==> config.mk <==
export PLATFORM = sky130hd
export DESIGN_NAME = cache_refill_ctrl
export DESIGN_NICKNAME = d
export VERILOG_FILES = /design/src/rtl/cache_refill_ctrl_pkg.sv /design/src/rtl/cache_refill_ctrl_word_counter.sv /design/src/rtl/cache_refill_ctrl.sv
export SDC_FILE = /design/constraint.sdc
export NUM_CORES = 1
export LEC_CHECK = 0
export ABC_AREA = 1
export BUFFER_PORTS_ARGS = -buffer_cell sky130_fd_sc_hd__buf_2
export CORE_MARGIN = 8
export CORE_UTILIZATION = 41
export DETAILED_ROUTE_END_ITERATION = 10
export GPL_ROUTABILITY_DRIVEN = 0
export GPL_TIMING_DRIVEN = 0
export PLACE_DENSITY = 0.94
export SYNTH_ARGS = -nofsm -noshare
export SYNTH_HDL_FRONTEND = slang
export SYNTH_SLANG_ARGS = --single-unit
==> constraint.sdc <==
create_clock -name clk -period 4.2 [get_ports clk]
set_input_delay 0.84 -clock clk [delete_from_list [all_inputs] [get_ports clk]]
set_output_delay 0.84 -clock clk [all_outputs]
set_load 0.1 [all_outputs]
==> src/rtl/cache_refill_ctrl_pkg.sv <==
// Shared definitions for the cache refill controller: state encodings,
// RAM address-select codes and the end-of-line state transition.
package cache_refill_ctrl_pkg;

  typedef enum logic [2:0] {
    ST_NORMAL   = 3'd0,
    ST_IC_MISS  = 3'd1,
    ST_DC_MISS  = 3'd2,
    ST_DC_WB    = 3'd3,
    ST_DBL_MISS = 3'd4,
    ST_DBL_WB   = 3'd5
  } state_e;

  localparam logic [1:0] RAM_SEL_IC = 2'b00;
  localparam logic [1:0] RAM_SEL_DC = 2'b01;
  localparam logic [1:0] RAM_SEL_WB = 2'b11;

  // State reached once the last word of a line has completed.
  // A double miss fills the I-cache first, then the D-cache.
  function automatic state_e line_done_next(input state_e s);
    case (s)
      ST_DC_WB:    return ST_DC_MISS;
      ST_DBL_WB:   return ST_DBL_MISS;
      ST_DBL_MISS: return ST_DC_MISS;
      default:     return ST_NORMAL;
    endcase
  endfunction

endpackage

==> src/rtl/cache_refill_ctrl_word_counter.sv <==
// Word counter for line transfers. Saturates at LAST so it can never wrap;
// the controller clears it explicitly when a line finishes.
module cache_word_counter #(
  parameter int                WSEL_W = 3,
  parameter logic [WSEL_W-1:0] LAST   = '1
) (
  input  logic              clk,
  input  logic              rst_n,
  input  logic              clr,
  input  logic              inc,
  output logic [WSEL_W-1:0] cnt,
  output logic              last
);

  logic [WSEL_W-1:0] cnt_q;

  // Counter register: clear has priority, increment stops at LAST.
  always_ff @(posedge clk or negedge rst_n) begin
    if (!rst_n) begin
      cnt_q <= '0;
    end else if (clr) begin
      cnt_q <= '0;
    end else if (inc && (cnt_q != LAST)) begin
      cnt_q <= cnt_q + WSEL_W'(1);
    end
  end

  assign cnt  = cnt_q;
  assign last = (cnt_q == LAST);

endmodule

==> src/rtl/cache_refill_ctrl.sv <==
// Clocked cache refill controller between the I/D caches and the RAM port.
//
//   state       | meaning
//   ------------+-----------------------------------------------------------
//   NORMAL      | caches serve CPU lookups, miss detection, no RAM traffic
//   IC_MISS     | I-cache line fill (word from D-cache on a probe hit)
//   DC_MISS     | D-cache line fill from RAM
//   DC_WB       | dirty D-cache line written back, then DC_MISS
//   DBL_WB      | writeback for a double miss, then DBL_MISS
//   DBL_MISS    | I-fill for a double miss, then DC_MISS
module cache_refill_ctrl
  import cache_refill_ctrl_pkg::*;
#(
  parameter int WORDS_PER_LINE = 8,
  parameter int WSEL_W         = $clog2(WORDS_PER_LINE)
) (
  input  logic              clk,
  input  logic              rst_n,
  input  logic              ic_read_in,
  input  logic              dc_read_in,
  input  logic              dc_write_in,
  input  logic              ic_hit_in,
  input  logic              ic_valid_in,
  input  logic              dc_hit_in,
  input  logic              dc_valid_in,
  input  logic              dc_dirty_in,
  input  logic [WSEL_W-1:0] ic_word_sel_in,
  input  logic [WSEL_W-1:0] dc_word_sel_in,
  input  logic [3:0]        dc_byte_w_en_in,
  input  logic              ram_ack_in,
  output logic              ic_enable,
  output logic              ic_cmp,
  output logic              ic_write,
  output logic              ic_valid,
  output logic [WSEL_W-1:0] ic_word_sel,
  output logic [3:0]        ic_byte_w_en,
  output logic              dc_enable,
  output logic              dc_cmp,
  output logic              dc_write,
  output logic              dc_valid,
  output logic [WSEL_W-1:0] dc_word_sel,
  output logic [3:0]        dc_byte_w_en,
  output logic              ram_en,
  output logic              ram_write,
  output logic [1:0]        ram_addr_sel,
  output logic              ic_fill_from_dc,
  output logic              stall,
  output logic [2:0]        state_out,
  output logic [WSEL_W-1:0] counter_out
);

  localparam logic [WSEL_W-1:0] LAST = WSEL_W'(WORDS_PER_LINE - 1);

  state_e            state_q, state_d;
  logic [WSEL_W-1:0] cnt;
  logic              cnt_last;
  logic              cnt_clr;
  logic              cnt_inc;
  logic              word_done;
  logic              dc_probe_hit;
  logic              icm;
  logic              dcm;

  assign dc_probe_hit = dc_hit_in & dc_valid_in;
  assign icm = ic_read_in & ~(ic_hit_in & ic_valid_in);
  assign dcm = (dc_read_in | dc_write_in) & ~dc_probe_hit;

  // Word completion: I-fill completes on a D-cache probe hit or on ack,
  // every other transfer state waits for the RAM ack.
  always_comb begin
    word_done = 1'b0;
    case (state_q)
      ST_IC_MISS, ST_DBL_MISS:       word_done = dc_probe_hit | ram_ack_in;
      ST_DC_MISS, ST_DC_WB, ST_DBL_WB: word_done = ram_ack_in;
      default:                       word_done = 1'b0;
    endcase
  end

  assign cnt_clr = (state_q == ST_NORMAL) | (word_done & cnt_last);
  assign cnt_inc = word_done & ~cnt_last;

  cache_word_counter #(
    .WSEL_W (WSEL_W),
    .LAST   (LAST)
  ) u_word_counter (
    .clk   (clk),
    .rst_n (rst_n),
    .clr   (cnt_clr),
    .inc   (cnt_inc),
    .cnt   (cnt),
    .last  (cnt_last)
  );

  // State register.
  always_ff @(posedge clk or negedge rst_n) begin
    if (!rst_n) begin
      state_q <= ST_NORMAL;
    end else begin
      state_q <= state_d;
    end
  end

  // Next state: miss classification in NORMAL, line-end advance elsewhere.
  always_comb begin
    state_d = state_q;
    case (state_q)
      ST_NORMAL: begin
        if (dcm && icm) begin
          state_d = dc_dirty_in ? ST_DBL_WB : ST_DBL_MISS;
        end else if (dcm) begin
          state_d = dc_dirty_in ? ST_DC_WB : ST_DC_MISS;
        end else if (icm) begin
          state_d = ST_IC_MISS;
        end
      end
      ST_IC_MISS, ST_DC_MISS, ST_DC_WB, ST_DBL_MISS, ST_DBL_WB: begin
        if (word_done && cnt_last) begin
          state_d = line_done_next(state_q);
        end
      end
      default: state_d = ST_NORMAL;
    endcase
  end

  // Output decode of state, counter and inputs.
  always_comb begin
    ic_enable       = 1'b0;
    ic_cmp          = 1'b0;
    ic_write        = 1'b0;
    ic_byte_w_en    = 4'b0000;
    ic_word_sel     = ic_word_sel_in;
    dc_enable       = 1'b0;
    dc_cmp          = 1'b0;
    dc_write        = 1'b0;
    dc_byte_w_en    = 4'b0000;
    dc_word_sel     = dc_word_sel_in;
    ram_en          = 1'b0;
    ram_write       = 1'b0;
    ram_addr_sel    = RAM_SEL_IC;
    ic_fill_from_dc = 1'b0;
    case (state_q)
      ST_NORMAL: begin
        ic_enable    = ic_read_in;
        ic_cmp       = 1'b1;
        dc_enable    = dc_read_in | dc_write_in;
        dc_cmp       = 1'b1;
        dc_write     = dc_write_in;
        dc_byte_w_en = dc_byte_w_en_in;
      end
      ST_IC_MISS, ST_DBL_MISS: begin
        ic_enable       = 1'b1;
        ic_write        = 1'b1;
        ic_byte_w_en    = 4'b1111;
        ic_word_sel     = cnt;
        // D-cache is probed so the fill can use a newer copy held there
        dc_enable       = 1'b1;
        dc_cmp          = 1'b1;
        dc_word_sel     = cnt;
        ram_addr_sel    = RAM_SEL_IC;
        ic_fill_from_dc = dc_probe_hit;
        ram_en          = ~dc_probe_hit;
      end
      ST_DC_MISS: begin
        dc_enable    = 1'b1;
        dc_write     = 1'b1;
        dc_byte_w_en = 4'b1111;
        dc_word_sel  = cnt;
        ram_addr_sel = RAM_SEL_DC;
        ram_en       = 1'b1;
      end
      ST_DC_WB, ST_DBL_WB: begin
        dc_enable    = 1'b1;
        dc_word_sel  = cnt;
        ram_addr_sel = RAM_SEL_WB;
        ram_en       = 1'b1;
        ram_write    = 1'b1;
      end
      default: ;
    endcase
  end

  assign ic_valid    = 1'b1;
  assign dc_valid    = 1'b1;
  assign stall       = (state_q != ST_NORMAL);
  assign state_out   = state_q;
  assign counter_out = cnt;

endmodule
==> Word level (Yosys, flattened, before mapping) <==
Cells that the tools add are included.
{ "word_totals": {"out_inout_bits": 34, "elab_cells": 62, "in_bits": 21, "regBits": 6} }
{ "op_classes": {"n_bitwise": 12, "n_addsub": 1, "reduce_logical": 13, "eq_ne": 9, "n_mux": 25} }
{ "ops": {"columns": ["op", "count"], "rows": [
  ["3-bit two-way mux", 8],
  ["3-bit one-hot mux with 2 select lines", 2],
  ["1-bit one-hot mux with 2 select lines", 5],
  ["3-bit equality test, second input constant", 3],
  ["4-bit one-hot mux with 2 select lines", 1],
  ["1-bit two-way mux", 7],
  ["1-bit AND", 6],
  ["3-bit by 2-bit equality test with 1-bit output, second input constant", 2],
  ["2-bit OR reduction", 3],
  ["3-bit OR reduction", 2],
  ["5-bit OR reduction", 1],
  ["4-bit two-way mux", 1],
  ["4-bit by 3-bit inequality test with 1-bit output, second input constant", 1],
  ["2-bit one-hot mux with 2 select lines", 1],
  ["3-bit by 1-bit adder with 3-bit output, second input constant", 1],
  ["3-bit by 1-bit equality test with 1-bit output, second input constant", 1],
  ["1-bit logical AND", 3],
  ["3-bit zero test", 1],
  ["3-bit inequality test, second input constant", 1],
  ["1-bit NOT", 3],
  ["1-bit OR", 3],
  ["3-bit nonzero test", 1],
  ["2-bit by 1-bit inequality test with 1-bit output, second input constant", 1],
  ["2-bit AND reduction", 1],
  ["2-bit nonzero test", 1]
]} }

==> Longest topological paths before layout <==
Gate-level depths: netlist (run 1).
{ "logic_depth": {"word_depth": 7, "depth_mapped": 10, "depth_no_buf": 9} }

==> Modules after synthesis <==
Synthesis (run 1) repeated with hierarchy kept, for this count alone.
{ "unflattened": {"hier_cells": 110, "hier_area_um2": 719.4} }
{ "modules_own_cells": {"columns": ["module", "instances", "seq_area_each_um2", "area_per_inst_um2", "cells_each"], "rows": [
  ["cache_refill_ctrl", 1, 75.1, 544.3, 90],
  ["cache_word_counter", 1, 75.1, 175.2, 20]
]} }

==> Worst setup path before layout (run 1) <==
No wires, ideal clock.
{ "synth_path": {"path_type": "reg-to-output", "startpoint": "register state_q[2], in the netlist state_out[2]", "endpoint": "output port ic_word_sel[0]", "path_buffers": 1, "setup_slack_ps": -1635, "t_required_ps": 3360, "stages_incl_launch_ff": 7, "t_arrival_ps": 4995, "cell_sequence": "dfrtp_1 buf_6 a21oi_4 inv_1 nor2_1 inv_1 o21ai_1"} }
{ "synth_between": {"elab_chain_len": 3, "word_cells_on_any_way": 4, "classes_between": "eq/ne (2); mux (1); reduce/logical (1)"} }
{ "synth_rtl": {"columns": ["element", "line_no", "text"], "rows": [
  ["start, declared", "cache_refill_ctrl.sv:54", "state_e state_q, state_d;"],
  ["start signal, assigned", "cache_refill_ctrl.sv:99", "state_q <= state_d;"],
  ["3-bit by 1-bit equality test with 1-bit output / 3-bit equality test (equally long branches)", "cache_refill_ctrl.sv:141", "case (state_q)"],
  ["2-bit OR reduction *", "cache_refill_ctrl.sv:141", null],
  ["3-bit two-way mux *", "cache_refill_ctrl.sv:141", null],
  ["end, declared", "cache_refill_ctrl.sv:35", "output logic [WSEL_W-1:0] ic_word_sel,"]
]} }
Mark *: on every way between the ends. The rest lies on a longest branch, timed or not.

==> Final worst setup path (run 1) <==
Same ends and word-level chain as after synthesis.

==> run summary, run 1 <==
In this run the standard cell core region covers 1540 µm². The number of hold buffers added after CTS was 0; the total grt overflow was 0. Of all flip-flops after synthesis, the portion carrying an async set or reset was 100%. For the number of diodes added for antenna fixing, the log shows 0. The share of synthesized area in the top cell type comes to 22.0%. Cell at the root of the clock tree: clkbuf_4.

Clock tree synthesis found a total of 6 sinks. TritonCTS built the clock tree. The number of enable-type register cells in the synthesized netlist was 0. In this run the critical register-to-register path is launched from state_out[0]$_DFFE_PN0P_. Before antenna repair, the detailed router went through 4 iterations. The dominant cell type by area after synthesis was dfrtp_1. Summing every instance area after synthesis gives 683 µm². Minimum clock period after layout: 2740 ps.

The run gives 3980 µm as the global-route wire length before repair. The commonest cells after synthesis are nand2_1, inv_1, nand3_1, buf_4, nor2_1. The horizontal die dimension was 56.8 µm.

The tools report the number of buffers created by CTS as 3. After clock tree synthesis, the clock-pin slew on the worst setup and hold paths is 50 ps. The synthesized area per cell was 6.44 µm². The post-detailed-routing wire length is 2290 µm, and the number of nets in the finished design is 187. Setup violations remaining at the end of the flow were counted as 0. The initial antenna violation count is 0. The post-route DRC violation count was 0; the number of gates resized after CTS was 0. Once placement finished, the instance area stood at 978 µm². The min-delay analysis places its worst path in the category in2async. Input and output buffers added on the ports amount to 52.

Once layout is done, the placed cells without fillers occupy 1000 µm². Global routing used 14.6% of the available tracks. The data required time at the worst endpoint was 3360 ps; the synthesized netlist cell count was 106.

Max-cap violations in this run came to 0. STA classifies the critical path endpoint as a primary output. The run gives 44.3% as the starting density of the core.

In the post-synthesis netlist, the cell with the most instances is nand2_1. The layout cell share with drive strength beyond 1 was 46.3%. Final routed wire length divided by cell count: 12.9 µm. The final HPWL from detailed placement was 1950 µm. The filler cells instantiated in the layout total 144. The area growth from synthesis to final layout works out to 46.5%. The run gives 0 as the final hold violation count. For the final setup skew, the log shows 4.14 ps. In this run, the number of DRC markers left after iteration 0 of detailed routing was 22.

Based on the critical path, the design can be clocked at up to 366 MHz. The flow ran to the end, and the final reports show no timing, DRC or antenna violations. Timing analysis after detailed placement gives a worst setup slack of 1710 ps.

Distinct cell type count of the synthesized netlist: 20. The vias per cell was 4.79; the sequential cell area fraction in the yosys report was 22.0%. Across all layers, the routed design uses 852 vias. The run gives 1 as the number of H-tree levels. Counting cells, the worst reg-to-reg path comes to 8.

In this run the remaining antenna-violating nets after routing total 0. Sorting the synthesized cells by area gives the leading types as dfrtp_1, nand2_1, inv_1. The logs give 14 for the floorplan row count and 3230 µm² for the full die area.

The worst register-to-register path has a setup slack of 2630 ps. The post-route clock period utilization works out to 65.1%. The worst setup path is of the reg2out kind.

The post-CTS setup repair buffer count was 0. The pin count of the biggest net entering global routing was 11; the number of synthesis warnings was 0. The run gives 2 as the buffer depth of the longest clock path. In the synthesized netlist the dominant register cell turns out to be dfrtp_1.

Synthesis inferred 6 register bits. The later pin in the worst-skew pair is clocked with a latency of 250 ps. Capture instance of the worst register-to-register path: state_out[0]$_DFFE_PN0P_.

55 I/O pins were placed. The worst setup path is launched from a flop. Setup repair after global routing left no endpoint under its margin. The number of global-route vias before repair was 896; the largest driver fanout on the critical path was 8. For the worst setup path, the data arrival time is 1900 ps. The logs give 0 for the final-report max-slew violation count and 1460 ps for the worst setup margin.

In this run the vertical extent of the chip is 56.8 µm.
[area by class of cell]
class	instances	area (µm²)	area share [%]
Clock buffer	3	22.5	2.25
Timing Repair Buffer	52	260	26.0
Sequential cell	6	150	15.0
Multi-Input combinational cell	77	424	42.4
Tap cell	16	20.0	2.00
Inverter	16	60.1	6.00
Buffer	8	63.8	6.38
[how the worst max path moves through the flow]
stage                        startpoint              end  depth (start not counted)
2_1_floorplan  state_out[2]$_DFFE_PN0P_   ic_word_sel[0]                          6
3_3_place_gp                  dc_hit_in  ic_fill_from_dc                          6
3_5_place_dp   state_out[2]$_DFFE_PN0P_   ic_word_sel[0]                          7
4_1_cts        state_out[2]$_DFFE_PN0P_   ic_word_sel[0]                          7
5_1_grt        state_out[0]$_DFFE_PN0P_   dc_word_sel[0]                          6
6_report       state_out[2]$_DFFE_PN0P_   ic_word_sel[0]                          7
[state kept, by name, indices dropped and copies added, names as in the netlist]
signal / count
state_out: 3
u_word_counter.cnt: 3
[placed cells by master (no fill, tap or decap)]
cell      Yosys  layout
ha_1          2       2
clkbuf_4      0       3
o21ai_1       1       2
nor3_1        1       1
a21oi_1       2       2
nand2_2       3       3
nand4_1       1       1
a21oi_4       1       1
nor2_1        7       6
o21ai_2       0       1
dfrtp_1       6       6
nand3_1       9       9
o21a_1        5       5
nor2_4        1       2
o21ai_0       5       3
conb_1        1       2
nand3_2       2       2
nand2_1      32      32
inv_1        16      16
buf_2         0      52
nand2_4       3       3
buf_4         7       7
buf_6         1       1
[metal layers]
layer,global-route usage (%),vias up,routed length [µm]
met5,0,-,0
met4,3.36,0,0
met1,14.0,381,910
li1,-,435,-
met3,6.74,0,197
met2,27.3,36,1190
[kinds of logic (layout without fill, tap and decap cells)]
kind of cell / after synthesis / count (layout) / share of synthesized area, %
AOI/OAI and AO/OA: 14 / 14 / 13.7
adders and majority gates: 2 / 2 / 3.66
buffers and inverters: 24 / 79 / 18.1
DFF: 6 / 6 / 22.0
other: 1 / 2 / 0.549
and+or+nand+nor: 59 / 59 / 41.9
[per-stage QoR]
stage                     setup TNS [ps]  std cells  utilization, %  hold slack, ps
after floorplan                     -125        107               -             544
after global placement                 0        175            63.5             531
after detailed placement               0        175            63.5             553
after CTS                              0        178            64.9             400
after global routing                   0        178            64.9             398
final                                  0        178            64.9             403
[critical path, cell delays in order (launching register included)]
cell	delay (ps)
dfrtp_1	380
buf_6	150
a21oi_4	170
inv_1	110
nor2_4	170
inv_1	120
o21ai_2	120
buf_2	430
Power of run 1 is left out: the tool's default activity adds up to more than one toggle a clock period on the data nets, which glitch-free logic cannot reach.
==> run 2: changes to the inputs <==
- CORE_ASPECT_RATIO: unset -> 0.7
- CORE_UTILIZATION: 41 -> 34
- PLACE_DENSITY: 0.94 -> 0.84
- clock period: 4.2 -> 2.2 ns (I/O delays scaled with it)
==> run 2 against run 1 <==
- flip-flop and latch count stayed put
- setup slack worse by 1400 ps
- via count is 5.0% higher
- final cell count is 7.9% higher
- clock skew is 1.5 ps higher
==> run summary, run 2 (same netlist as run 1, synthesis figures left out) <==
The run finished with clean final reports. The critical path endpoint is ic_byte_w_en[2] (was ic_word_sel[0]). The total grt overflow is 0 (unchanged), and the final non-filler cell total is 192 (was 178).

Most common library cell in the layout ignoring fill and taps: buf_2 (unchanged). The tools report the worst-case register-to-register setup slack as 560 ps (was 2630 ps). The tools report the worst setup path startpoint as state_out[1]$_DFFE_PN0P_ (was state_out[2]$_DFFE_PN0P_). The layout cell share with drive strength beyond 1 is 66.5% (was 46.3%), and the number of placed I/O pins is 55 (unchanged). The number of design-rule violations left by the first detailed-router iteration is 30 (was 22), and the cell count of the worst reg-to-reg path is 8 (unchanged). The detailed-routing iteration count for the pre-antenna-repair pass came out at 4 (unchanged). The tools report the post-placement cell area as 1160 µm² (was 978 µm²). The fill cell instance count of the final layout was 143 (was 144); the global-route wire length before repair was 3940 µm (was 3980 µm). The startpoint of the worst-slack reg-to-reg timing path was state_out[0]$_DFFE_PN0P_ (unchanged). Commonest non-fill, non-tap cells in the layout: buf_2, buf_4, nand2_1 (was buf_2, nand2_1, inv_1). The horizontal die dimension is 69.6 µm (was 56.8 µm). The number of port buffers came out at 52 (unchanged). Capture instance of the worst register-to-register path: u_word_counter.cnt[2]$_DFFE_PN0P_ (was state_out[0]$_DFFE_PN0P_).

Clock input transition at the sequential cells of the worst setup and hold paths: 50 ps (about the same). The area growth from synthesis to final layout was 101% (was 46.5%). The tools report the cell at the root of the clock tree as clkbuf_4 (unchanged). The final-report setup violation count is 0 (unchanged), and the number of hold buffers added after CTS is 0 (unchanged). The tools report the final-report max-slew violation count as 0 (unchanged). The area of the core came out at 1870 µm² (was 1540 µm²).

The final routed wire length divided by cell count works out to 13.6 µm (was 12.9 µm). The y dimension of the die is 53.5 µm (was 56.8 µm). The number of vias in the routed layout came out at 895 (was 852). The stage delay of the slowest cell on the critical path was 470 ps (was 430 ps). Cells traversed along the worst timing path: buf_6, a21oi_4, inv_2, nor2_4, buf_12, buf_4, buf_4 (was buf_6, a21oi_4, inv_1, nor2_4, inv_1, o21ai_2, buf_2). The number of buffers created by CTS came out at 3 (unchanged). The run gives 240 ps (was 250 ps) as the clock insertion delay at the later pin of the skew report. The minimum clock period after layout works out to 2150 ps. Setup repair after global routing left no endpoint under its margin. The logs give 0 (unchanged) for the number of antenna-violating nets in the routed design and 3720 µm² (was 3230 µm²) for the full die area. The final hold violation count was 0 (unchanged).

The type of the most critical hold path was in2async (unchanged). The category of the critical setup timing path is reg2out (unchanged). TritonCTS built the clock tree. The vias per cell was 4.66 (was 4.79); the initial antenna violation count was 0 (unchanged).

Number of H-tree levels: 1 (unchanged). The logs give 11 (unchanged) for the pin count of the biggest net entering global routing and 0 (unchanged) for the post-route DRC violation count. Cell type with the highest occurrence count on the critical path: buf_4 (was inv_1). The global routing usage summed across all routing layers came out at 12.8% (was 14.6%). Buffer depth of the longest clock path: 2 (unchanged). The tools report the data required time at the worst endpoint as 1760 ps (was 3360 ps).

Launching element type of the critical path: a flop (unchanged). The worst setup margin is 53.4 ps (was 1460 ps), and the count of maximum capacitance violations is 0 (unchanged). Endpoint type of the worst setup path: a primary output (unchanged). The number of global-route vias before repair is 863 (was 896), and the post-route clock period utilization is 97.6%. Slowest cell on the critical path: dfrtp_4 (was buf_2). The number of nets in the finished design was 194 (was 187). The post-detailed-routing wire length was 2610 µm (was 2290 µm); the worst-case setup slack after placement was -17.9 ps (was 1710 ps). Timing would allow up to 466 MHz. The logs give 73.4% (was 64.9%) for the share of the core filled with cells and 181 (was 175) for the count of placed standard cells including taps. For the total clock sinks, the log shows 6 (unchanged). The logs give 5.63 ps (was 4.14 ps) for the final setup skew and 36.5% (was 44.3%) for the starting density of the core. The tools report the number of diodes added for antenna fixing as 0 (unchanged). The final HPWL from detailed placement came out at 2110 µm (was 1950 µm).

The largest driver fanout on the critical path was 9 (was 8). The floorplan row count is 13 (was 14), and the worst path arrival time is 1710 ps (was 1900 ps). The finished layout cell area is 1370 µm² (was 1000 µm²).
## run 2: cell count changes in the layout (fill, tap and decap cells not counted), sizes merged
cell / previous run / this run
inv: 16 / 13
buf: 60 / 66
clkbuf: 3 / 5
clkinvlp: 0 / 3
## run 2: final cells by class
cell class	count	area (µm²)	area share (%)
plain buffers	7	56.3	4.10
well taps	22	27.5	2.00
clock buffers	4	26.3	1.91
multi-input cells	77	588	42.8
flip-flops and latches	6	163	11.8
inverters	16	76.3	5.56
repair buffers	60	437	31.8
## run 2: per-stage QoR
step / setup TNS, ps / hold slack (ps)
2_1_floorplan: -8430 / 144
3_3_place_gp: 0 / 261
3_5_place_dp: -35.0 / 268
4_1_cts: -28.7 / 3.27
5_1_grt: 0 / 5.73
6_report: 0 / 5.85
## run 2: worst max-delay path, delay by kind of cell (launching register included)
kind / cells / cell delay (ps)
compound gates: 1 / 140
buf+inv: 5 / 740
flops: 1 / 470
simple gates: 1 / 100
## run 2: worst min-delay path by stage
stage,from,end,slack [ps],cells past startpoint
2_1_floorplan,rst_n,u_word_counter.cnt[0]$_DFFE_PN0P_,140,0
3_3_place_gp,rst_n,u_word_counter.cnt[1]$_DFFE_PN0P_,260,1
3_5_place_dp,rst_n,state_out[2]$_DFFE_PN0P_,270,1
4_1_cts,rst_n,state_out[1]$_DFFE_PN0P_,3,1
5_1_grt,rst_n,state_out[1]$_DFFE_PN0P_,6,1
6_report,rst_n,state_out[1]$_DFFE_PN0P_,6,1
## run 2: repair_timing
action / in CTS / in global routing
endpoints found under the setup margin: 16 / 14
buffers inserted: 2 / 6
pin swaps: 2 / 5
gates resized for setup: 32 / 10
## run 2: layer usage
layer	track usage (%)	routed length (µm)
met1	13.6	966
met5	0	0
met3	4.85	239
met4	4.07	0
met2	23.8	1400
Power of run 2 is left out for the same reason.
==> run 3: changes to the inputs <==
- RECOVER_POWER: unset -> 50
==> run 3 against run 2 <==
- first-iteration DRC count is 3.3% higher
- final cell count stayed put
- via count is 0.45% lower
- register-to-register slack worse by 30 ps
- non-clock buffer count stayed put
- critical endpoint unchanged
- global-route usage stayed put
==> run summary, run 3 (same netlist as run 1, synthesis figures left out) <==
For the met3 routing resource usage after global routing, the log shows 4.85% (unchanged). The cell at the root of the clock tree is clkbuf_4 (unchanged). The y dimension of the die is 53.5 µm (unchanged). The number of H-tree levels is 1 (unchanged), and the final setup skew is 5.57 ps (was 5.63 ps). The tools report the global routing usage summed across all routing layers as 12.8% (unchanged). For the full die area, the log shows 3720 µm² (unchanged).

For the number of diodes added for antenna fixing, the log shows 0 (unchanged). In this run the tightest slew margin relative to its limit is 22.1%. The final-report setup violation count is 0 (unchanged), and the clock insertion delay at the later pin of the skew report is 240 ps (about the same).

The logs give 1710 ps (about the same) for the worst path arrival time and 36.5% (unchanged) for the starting density of the core. The count of maximum capacitance violations is 0 (unchanged). The buffer depth of the longest clock path is 2 (unchanged), and the final hold violation count is 0 (unchanged).

The layout cell share with drive strength beyond 1 works out to 64.1% (was 66.5%). For the global-route track usage on met2, the log shows 23.8% (unchanged). The cell type with the highest occurrence count on the critical path was buf_4 (unchanged).

The stage delay of the slowest cell on the critical path is 470 ps (about the same). The post-route clock period utilization works out to 97.5% (was 97.6%). Cells traversed along the worst timing path: buf_6, a21oi_4, inv_2, nor2_4, buf_12, buf_4, buf_4 (unchanged). The fill cell instance count of the final layout came out at 147 (was 143). The final routed wire length divided by cell count was 13.6 µm (about the same); the area growth from synthesis to final layout was 99.8% (was 101%). The type of the most critical hold path was in2async (unchanged). The largest driver fanout on the critical path works out to 9 (unchanged).

The number of port buffers came out at 52 (unchanged). The horizontal die dimension works out to 69.6 µm (unchanged). Number of vias in the routed layout: 891 (was 895). The tools report the number of antenna-violating nets in the routed design as 0 (unchanged). The clock input transition at the sequential cells of the worst setup and hold paths is 50 ps (about the same). The initial antenna violation count came out at 0 (unchanged). TritonCTS built the clock tree.

The number of placed I/O pins is 55 (unchanged), and the number of nets in the finished design is 194 (unchanged). Endpoint type of the worst setup path: a primary output (unchanged). The area of the core is 1870 µm² (unchanged), and the floorplan row count is 13 (unchanged). The run gives 4 (unchanged) as the detailed-routing iteration count for the pre-antenna-repair pass. The minimum clock period after layout was 2150 ps (about the same); the maximum operating frequency was 466 MHz (about the same).

The launching element type of the critical path was a flop (unchanged). The category of the critical setup timing path was reg2out (unchanged). The logs give 1760 ps (about the same) for the data required time at the worst endpoint and 863 (unchanged) for the number of global-route vias before repair. Commonest non-fill, non-tap cells in the layout: buf_4, buf_2, nand2_1 (was buf_2, buf_4, nand2_1). The vias per cell is 4.64 (was 4.66). The tools report the startpoint of the worst-slack reg-to-reg timing path as state_out[2]$_DFFE_PN0P_ (was state_out[0]$_DFFE_PN0P_). The cell count of the worst reg-to-reg path is 8 (unchanged), and the total clock sinks is 6 (unchanged). The tools report the final-report max-slew violation count as 0 (unchanged).

The capture instance of the worst register-to-register path is u_word_counter.cnt[2]$_DFFE_PN0P_ (unchanged). The flow ran to the end, and the final reports show no timing, DRC or antenna violations. The most crowded layer after global routing is met2 (unchanged). The number of design-rule violations left by the first detailed-router iteration is 31 (was 30), and the post-detailed-routing wire length is 2610 µm (about the same). The tools report the final non-filler cell total as 192 (unchanged). Count of placed standard cells including taps: 181 (unchanged). The global-route met1 utilization came out at 13.6% (unchanged). The pin count of the biggest net entering global routing came out at 11 (unchanged). The number of buffers created by CTS is 3 (unchanged).

The global-route wire length before repair is 3940 µm (unchanged), and the post-route DRC violation count is 0 (unchanged). The slowest cell on the critical path was dfrtp_4 (unchanged). For the pin with the worst max-slew slack, the measured transition is 1170 ps.

The worst-case register-to-register setup slack is 530 ps (was 560 ps), and the final HPWL from detailed placement is 2110 µm (unchanged). The most common library cell in the layout ignoring fill and taps is buf_4 (was buf_2). Total grt overflow: 0 (unchanged).
run 3: cell types whose count changed in the layout (fill, tap and decap cells not counted), sizes merged:
cell,previous run,this run
buf,66,55
clkbuf,5,16
run 3: layout make-up:
cell class | instances | area, µm² | area share [%]
inverters | 16 | 76.3 | 5.59
flip-flops and latches | 6 | 159 | 11.6
plain buffers | 7 | 56.3 | 4.12
well taps | 22 | 27.5 | 2.02
repair buffers | 60 | 434 | 31.8
clock buffers | 4 | 26.3 | 1.92
multi-input cells | 77 | 586 | 42.9
run 3: per-layer routing:
layer | up-vias | routed length (µm) | part of all wire, %
met3 | 0 | 259 | 9.9
li1 | 454 | - | -
met4 | 0 | 0 | 0
met5 | - | 0 | 0
met1 | 406 | 951 | 36
met2 | 31 | 1400 | 54
run 3: what timing repair did:
action,in CTS,in global routing
hold buffers,0,0
buffers inserted,2,6
pin swaps,2,5
gates resized for setup,32,10
endpoints found under the setup margin,16,14
run 3: worst max-delay path, delay by kind of cell, from the launching register on:
family,cells,cell delay (ps)
simple gates,1,100
flops,1,470
compound gates,1,140
buf+inv,5,740
run 3: worst max path at each step:
stage / start / to / depth (start not counted)
finish: state_out[1]$_DFFE_PN0P_ / ic_byte_w_en[2] / 7
global route: state_out[1]$_DFFE_PN0P_ / ic_word_sel[0] / 8
CTS: state_out[2]$_DFFE_PN0P_ / dc_word_sel[1] / 7
detailed placement: state_out[2]$_DFFE_PN0P_ / dc_word_sel[1] / 7
global placement: state_out[2]$_DFFE_PN0P_ / dc_word_sel[1] / 7
floorplan: state_out[2]$_DFFE_PN0P_ / ic_word_sel[0] / 6
run 3: through the flow:
step	setup WS, ps	hold WS (ps)	TNS (ps)	area, µm²	util, %
3_3_place_gp	13.7	261	0	1160	61.9
3_5_place_dp	-17.9	268	-35.0	1160	61.9
6_report	54.0	51.7	0	1370	73.0
2_1_floorplan	-1110	144	-8430	871	-
5_1_grt	-1.20	71.5	-1.20	1370	73.0
4_1_cts	-28.7	3.27	-28.7	1300	69.7
Power of run 3 is left out for the same reason.
